**config.mk**
```make
export PLATFORM = sky130hd
export DESIGN_NAME = stream_demux
export DESIGN_NICKNAME = d
export VERILOG_FILES = /design/src/rtl/stream_demux.sv
export SDC_FILE = /design/constraint.sdc
export NUM_CORES = 1
export LEC_CHECK = 0
export CAP_MARGIN = 15
export CELL_PAD_IN_SITES_DETAIL_PLACEMENT = 1
export CELL_PAD_IN_SITES_GLOBAL_PLACEMENT = 1
export CORE_MARGIN = 1
export CORE_UTILIZATION = 37
export CTS_CLUSTER_DIAMETER = 80
export CTS_CLUSTER_SIZE = 40
export DETAILED_ROUTE_END_ITERATION = 6
export HOLD_SLACK_MARGIN = 0.08
export PLACE_DENSITY_LB_ADDON = 0.1
export SYNTH_ARGS = -nofsm -noshare
export SYNTH_HDL_FRONTEND = slang
export SYNTH_SLANG_ARGS = --single-unit
```
**constraint.sdc**
```tcl
create_clock -name clk -period 2.9 [get_ports clk]
set_input_delay 0.58 -clock clk [delete_from_list [all_inputs] [get_ports clk]]
set_output_delay 0.58 -clock clk [all_outputs]
set_load 0.005 [all_outputs]
```
**src/rtl/stream_demux.sv**
```systemverilog
// 1-to-NUM_CH valid/ready stream demultiplexer: one-entry buffer per channel,
// broadcast, per-channel delivery counters and a sticky out-of-range select flag.
//
//   state    | meaning
//   ---------+--------------------------------------------------
//   ST_EMPTY | channel holds no word, out_valid low
//   ST_FULL  | channel holds a word, out_valid high until taken
module stream_demux #(
    parameter int DATA_W = 8,
    parameter int NUM_CH = 4,
    parameter int SEL_W  = 2,
    parameter int CNT_W  = 8
) (
    input  logic                     clk,
    input  logic                     rst,
    input  logic [DATA_W-1:0]        in_data,
    input  logic [SEL_W-1:0]         in_sel,
    input  logic                     in_bcast,
    input  logic                     in_valid,
    output logic                     in_ready,
    output logic [NUM_CH*DATA_W-1:0] out_data,
    output logic [NUM_CH-1:0]        out_valid,
    input  logic [NUM_CH-1:0]        out_ready,
    input  logic                     cnt_clr,
    output logic [NUM_CH*CNT_W-1:0]  ch_count,
    output logic                     err_sel
);
    localparam logic [0:0] ST_EMPTY = 1'b0;
    localparam logic [0:0] ST_FULL  = 1'b1;

    logic [SEL_W:0]    sel_ext;
    logic [NUM_CH-1:0] ch_hit;
    logic [NUM_CH-1:0] ch_free;
    logic [NUM_CH-1:0] ch_wr;
    logic              sel_in_range;
    logic              accept;

    // Widened select so the range check is never a constant compare for full-width NUM_CH.
    assign sel_ext = {1'b0, in_sel};

    always_comb begin
        ch_hit = '0;
        for (int k = 0; k < NUM_CH; k++) begin
            ch_hit[k] = (sel_ext == (SEL_W+1)'(k));
        end
    end

    assign sel_in_range = |ch_hit;

    always_comb begin
        if (in_bcast) begin
            in_ready = &ch_free;
        end else if (sel_in_range) begin
            in_ready = |(ch_hit & ch_free);
        end else begin
            in_ready = 1'b1;
        end
    end

    assign accept = in_valid & in_ready;

    always_comb begin
        ch_wr = '0;
        if (accept) begin
            ch_wr = in_bcast ? {NUM_CH{1'b1}} : ch_hit;
        end
    end

    for (genvar k = 0; k < NUM_CH; k++) begin : g_ch
        logic [0:0]        state;
        logic [DATA_W-1:0] data_q;
        logic [CNT_W-1:0]  cnt_q;
        logic              deliver;

        assign deliver    = (state == ST_FULL) && out_ready[k];
        assign ch_free[k] = (state == ST_EMPTY) || out_ready[k];

        always_ff @(posedge clk or posedge rst) begin
            if (rst) begin
                state  <= ST_EMPTY;
                data_q <= '0;
            end else begin
                case (state)
                    ST_EMPTY: if (ch_wr[k]) state <= ST_FULL;
                    ST_FULL:  if (out_ready[k] && !ch_wr[k]) state <= ST_EMPTY;
                    default:  state <= ST_EMPTY;
                endcase
                if (ch_wr[k]) begin
                    data_q <= in_data;
                end
            end
        end

        always_ff @(posedge clk or posedge rst) begin
            if (rst) begin
                cnt_q <= '0;
            end else if (cnt_clr) begin
                cnt_q <= '0;
            end else if (deliver) begin
                cnt_q <= cnt_q + CNT_W'(1);
            end
        end

        assign out_valid[k]                   = (state == ST_FULL);
        assign out_data[k*DATA_W +: DATA_W]   = data_q;
        assign ch_count[k*CNT_W +: CNT_W]     = cnt_q;
    end

    always_ff @(posedge clk or posedge rst) begin
        if (rst) begin
            err_sel <= 1'b0;
        end else if (accept && !in_bcast && !sel_in_range) begin
            err_sel <= 1'b1;
        end
    end
endmodule

```
==> impl_metrics.json <==
{
  "outcome": "finished, final reports clean",
  "numClockSinks": 69,
  "routed_wl_mm": 7.38,
  "ant_nets": 0,
  "drt_iter0_drc": 31,
  "rsz0062_at_grt": "false",
  "fin_area_sq_um": 4300,
  "grt_pass1_wl_mm": 12.3,
  "p_leak_nw": 1.82,
  "synth_area_per_cell_sq_um": 11.8,
  "grtUsageTotal": 0.185,
  "critPathCaptureType": "output pin",
  "fill_cells": 852,
  "cp-start-kind": "input pin",
  "setup_viol": 0,
  "fp.dieH_um": 92.7,
  "ys_ff_latch": 69,
  "path_class": "input pin to output pin",
  "drive_gt1_frac": 0.175,
  "synth_compound_area_frac": 0.0382,
  "synth_fa_ha_area_frac": 0.0164,
  "synth_top_family_by_area": "simple AND/OR/NAND/NOR gates",
  "dp_hpwl_mm": 5.22,
  "ir_drop_mv": 0.391,
  "clkLatencyLatePin_ps": 330,
  "design.core.area_sq_um": 7850,
  "initial_core_util": 0.388,
  "die_area_sq_um": 8590,
  "grt_pass1_vias": 2455,
  "slowest_stage": "clkdlybuf4s50_1",
  "most-common-layout-cells": "88 x clkdlybuf4s50_1, 69 x dfrtp_1, 32 x mux2_2, 27 x nor2_1, 19 x nand2_1",
  "timing.hold.ws_ps": 382,
  "drc_errors": 0,
  "holdCritPathClass": "flip-flop to flip-flop",
  "required_ps": 2320,
  "globalRouteOverflowTotal": 0,
  "cts_max_path_buffers": 2,
  "final-max-slew-violation-count": 0,
  "rows": 32,
  "die_x_um": 92.7,
  "tns_ps": 0,
  "crit_path_cell_trace": "clkdlybuf4s50_1, nor3b_1, a41oi_1, o22ai_1, clkdlybuf4s50_1",
  "cpPeakStageDelay_ps": 570,
  "worst-endpoint-arrival_ps": 2220,
  "synth-simple-area-share": 0.162,
  "syn_nets": 280,
  "crit_path_frequent_cell": "clkdlybuf4s50_1",
  "diodes": 0,
  "hold_violations": 0,
  "first_pass_iters": 4,
  "dpl_cell_area_sq_um": 4090,
  "synth_area_sq_um": 3040,
  "fmax_ghz": 0.357,
  "yosys.cell_types.count": 35,
  "ios": 89,
  "period_needed_ps": 2800,
  "gp_congestion": 0.789,
  "final_common_cell": "clkdlybuf4s50_1",
  "power_density_nw_per_um2": 632,
  "tightest_slew_ps": 375,
  "cts_tree": "done",
  "h-tree-depth": 3,
  "antenna_found_initial": 0,
  "wl_per_cell_um": 15.9,
  "cp_max_fo": 5,
  "vias": 2308,
  "max-cap-violations": 0,
  "ys_warn_count": 0,
  "viasPerCell": 4.98,
  "synth_cells": 257,
  "synth_xor_area_frac": 0.0720,
  "cts_buffers": 9,
  "root_buffer": "clkbuf_8",
  "clkTransAtPathRegs_ps": 80,
  "grt_max_degree": 70,
  "finClkSkew_ps": 12.2,
  "port_buffers": 88,
  "fin_crit_sh": 0.966,
  "num-nets-final": 380,
  "relSlewSlack": 0.750,
  "areaGrowthSynthToFinish_pct": 41.2,
  "synth_mux_area_frac": 0.125,
  "ys_seq_area_frac": 0.567,
  "holdBufCountCts": 0
}
final timing paths:
path	slack (ps)	cells after the start	endpoint	start
setup / recovery	100	5	in_ready	in_sel[0]
hold / removal	380	0	err_sel	err_sel
setup reg to reg	840	4	g_ch[3].data_q[3]	g_ch[1].state
hold reg to reg	380	0	err_sel	err_sel
max in group asynchronous	1940	3	g_ch[1].data_q[3]	rst
min in group asynchronous	650	3	g_ch[2].cnt_q[6]	rst
Yosys cell counts, drive strengths merged:
cell type | count | share of area
and3b | 1 | 0.0029
nand4 | 8 | 0.016
clkbuf | 5 | 0.0062
nand2b | 6 | 0.012
buf | 4 | 0.0099
inv | 2 | 0.0025
nor3 | 5 | 0.0082
xor2 | 17 | 0.049
or3 | 3 | 0.0062
mux2i | 2 | 0.0066
mux2 | 32 | 0.12
nand3 | 11 | 0.018
o22ai | 1 | 0.0021
or4b | 1 | 0.0045
and2 | 1 | 0.0021
and2b | 1 | 0.0025
a21oi | 7 | 0.015
o21ai | 4 | 0.0078
ha | 4 | 0.016
nor2b | 2 | 0.0041
and3 | 9 | 0.019
nor3b | 1 | 0.0025
nor2 | 28 | 0.035
xnor2 | 8 | 0.023
nand3b | 1 | 0.0025
a21boi | 1 | 0.0025
o21bai | 1 | 0.0025
dfrtp | 69 | 0.57
nand2 | 19 | 0.023
a41oi | 1 | 0.0029
and4 | 1 | 0.0029
o32ai | 1 | 0.0053
flip-flops by register name (all words and copies together) (netlist names):
signal	count
g_ch.cnt_q	32
g_ch.data_q	32
g_ch.state	4
err_sel	1
cell families after synthesis:
| family | after synthesis |
|---|---|
| AO/OA/AOI/OAI | 16 |
| multiplexers | 34 |
| flip-flops | 69 |
| AND/OR/NAND/NOR | 98 |
| buffers and inverters | 11 |
| adder cells (fa/ha/maj) | 4 |
| XOR/XNOR | 25 |
timing repair:
action,4_1_cts,5_1_grt
setup endpoints to repair,0,1
gates resized for setup,0,1
setup buffers,0,0
final cells by class:
type                            instances  area [sq um]  area share
Sequential cell                        69          1730       0.402
Multi-Input combinational cell        177          1270       0.295
Timing Repair Buffer                   98           968       0.225
Clock buffer                           12           155      0.0361
Tap cell                              102           128      0.0297
Clock inverter                          3          45.0      0.0105
Inverter                                2          7.51     0.00175
critical path: cells and delay by family:
kind                   cells  cell delay (ps)
buffers and inverters      2             1110
AO/OA/AOI/OAI              2              290
AND/OR/NAND/NOR            1              230
metal layers:
| metal | vias up | track usage | wire, um |
|---|---|---|---|
| li1 | 1081 | - | - |
| met5 | - | 0 | 0 |
| met3 | 7 | 0.0501 | 385 |
| met1 | 1168 | 0.224 | 3180 |
| met4 | 0 | 0.0692 | 93 |
| met2 | 52 | 0.315 | 3720 |
stage by stage:
step | utilization | total power [mW] | instances | worst slack [ps]
floorplan | - | 1.49 | 257 | 580
global placement | 0.521 | 1.93 | 448 | 82.6
detailed placement | 0.521 | 1.95 | 448 | 75.8
CTS | 0.547 | 2.76 | 463 | 70.0
global route | 0.548 | 2.86 | 463 | 1.32
finish | 0.548 | 2.71 | 463 | 98.0
where the power goes:
group	internal (mW)	switching, mW
Clock	0.440	0.350
Combinational	0.460	0.233
Sequential	1.13	0.106
Power figures use the tool's default switching activity.
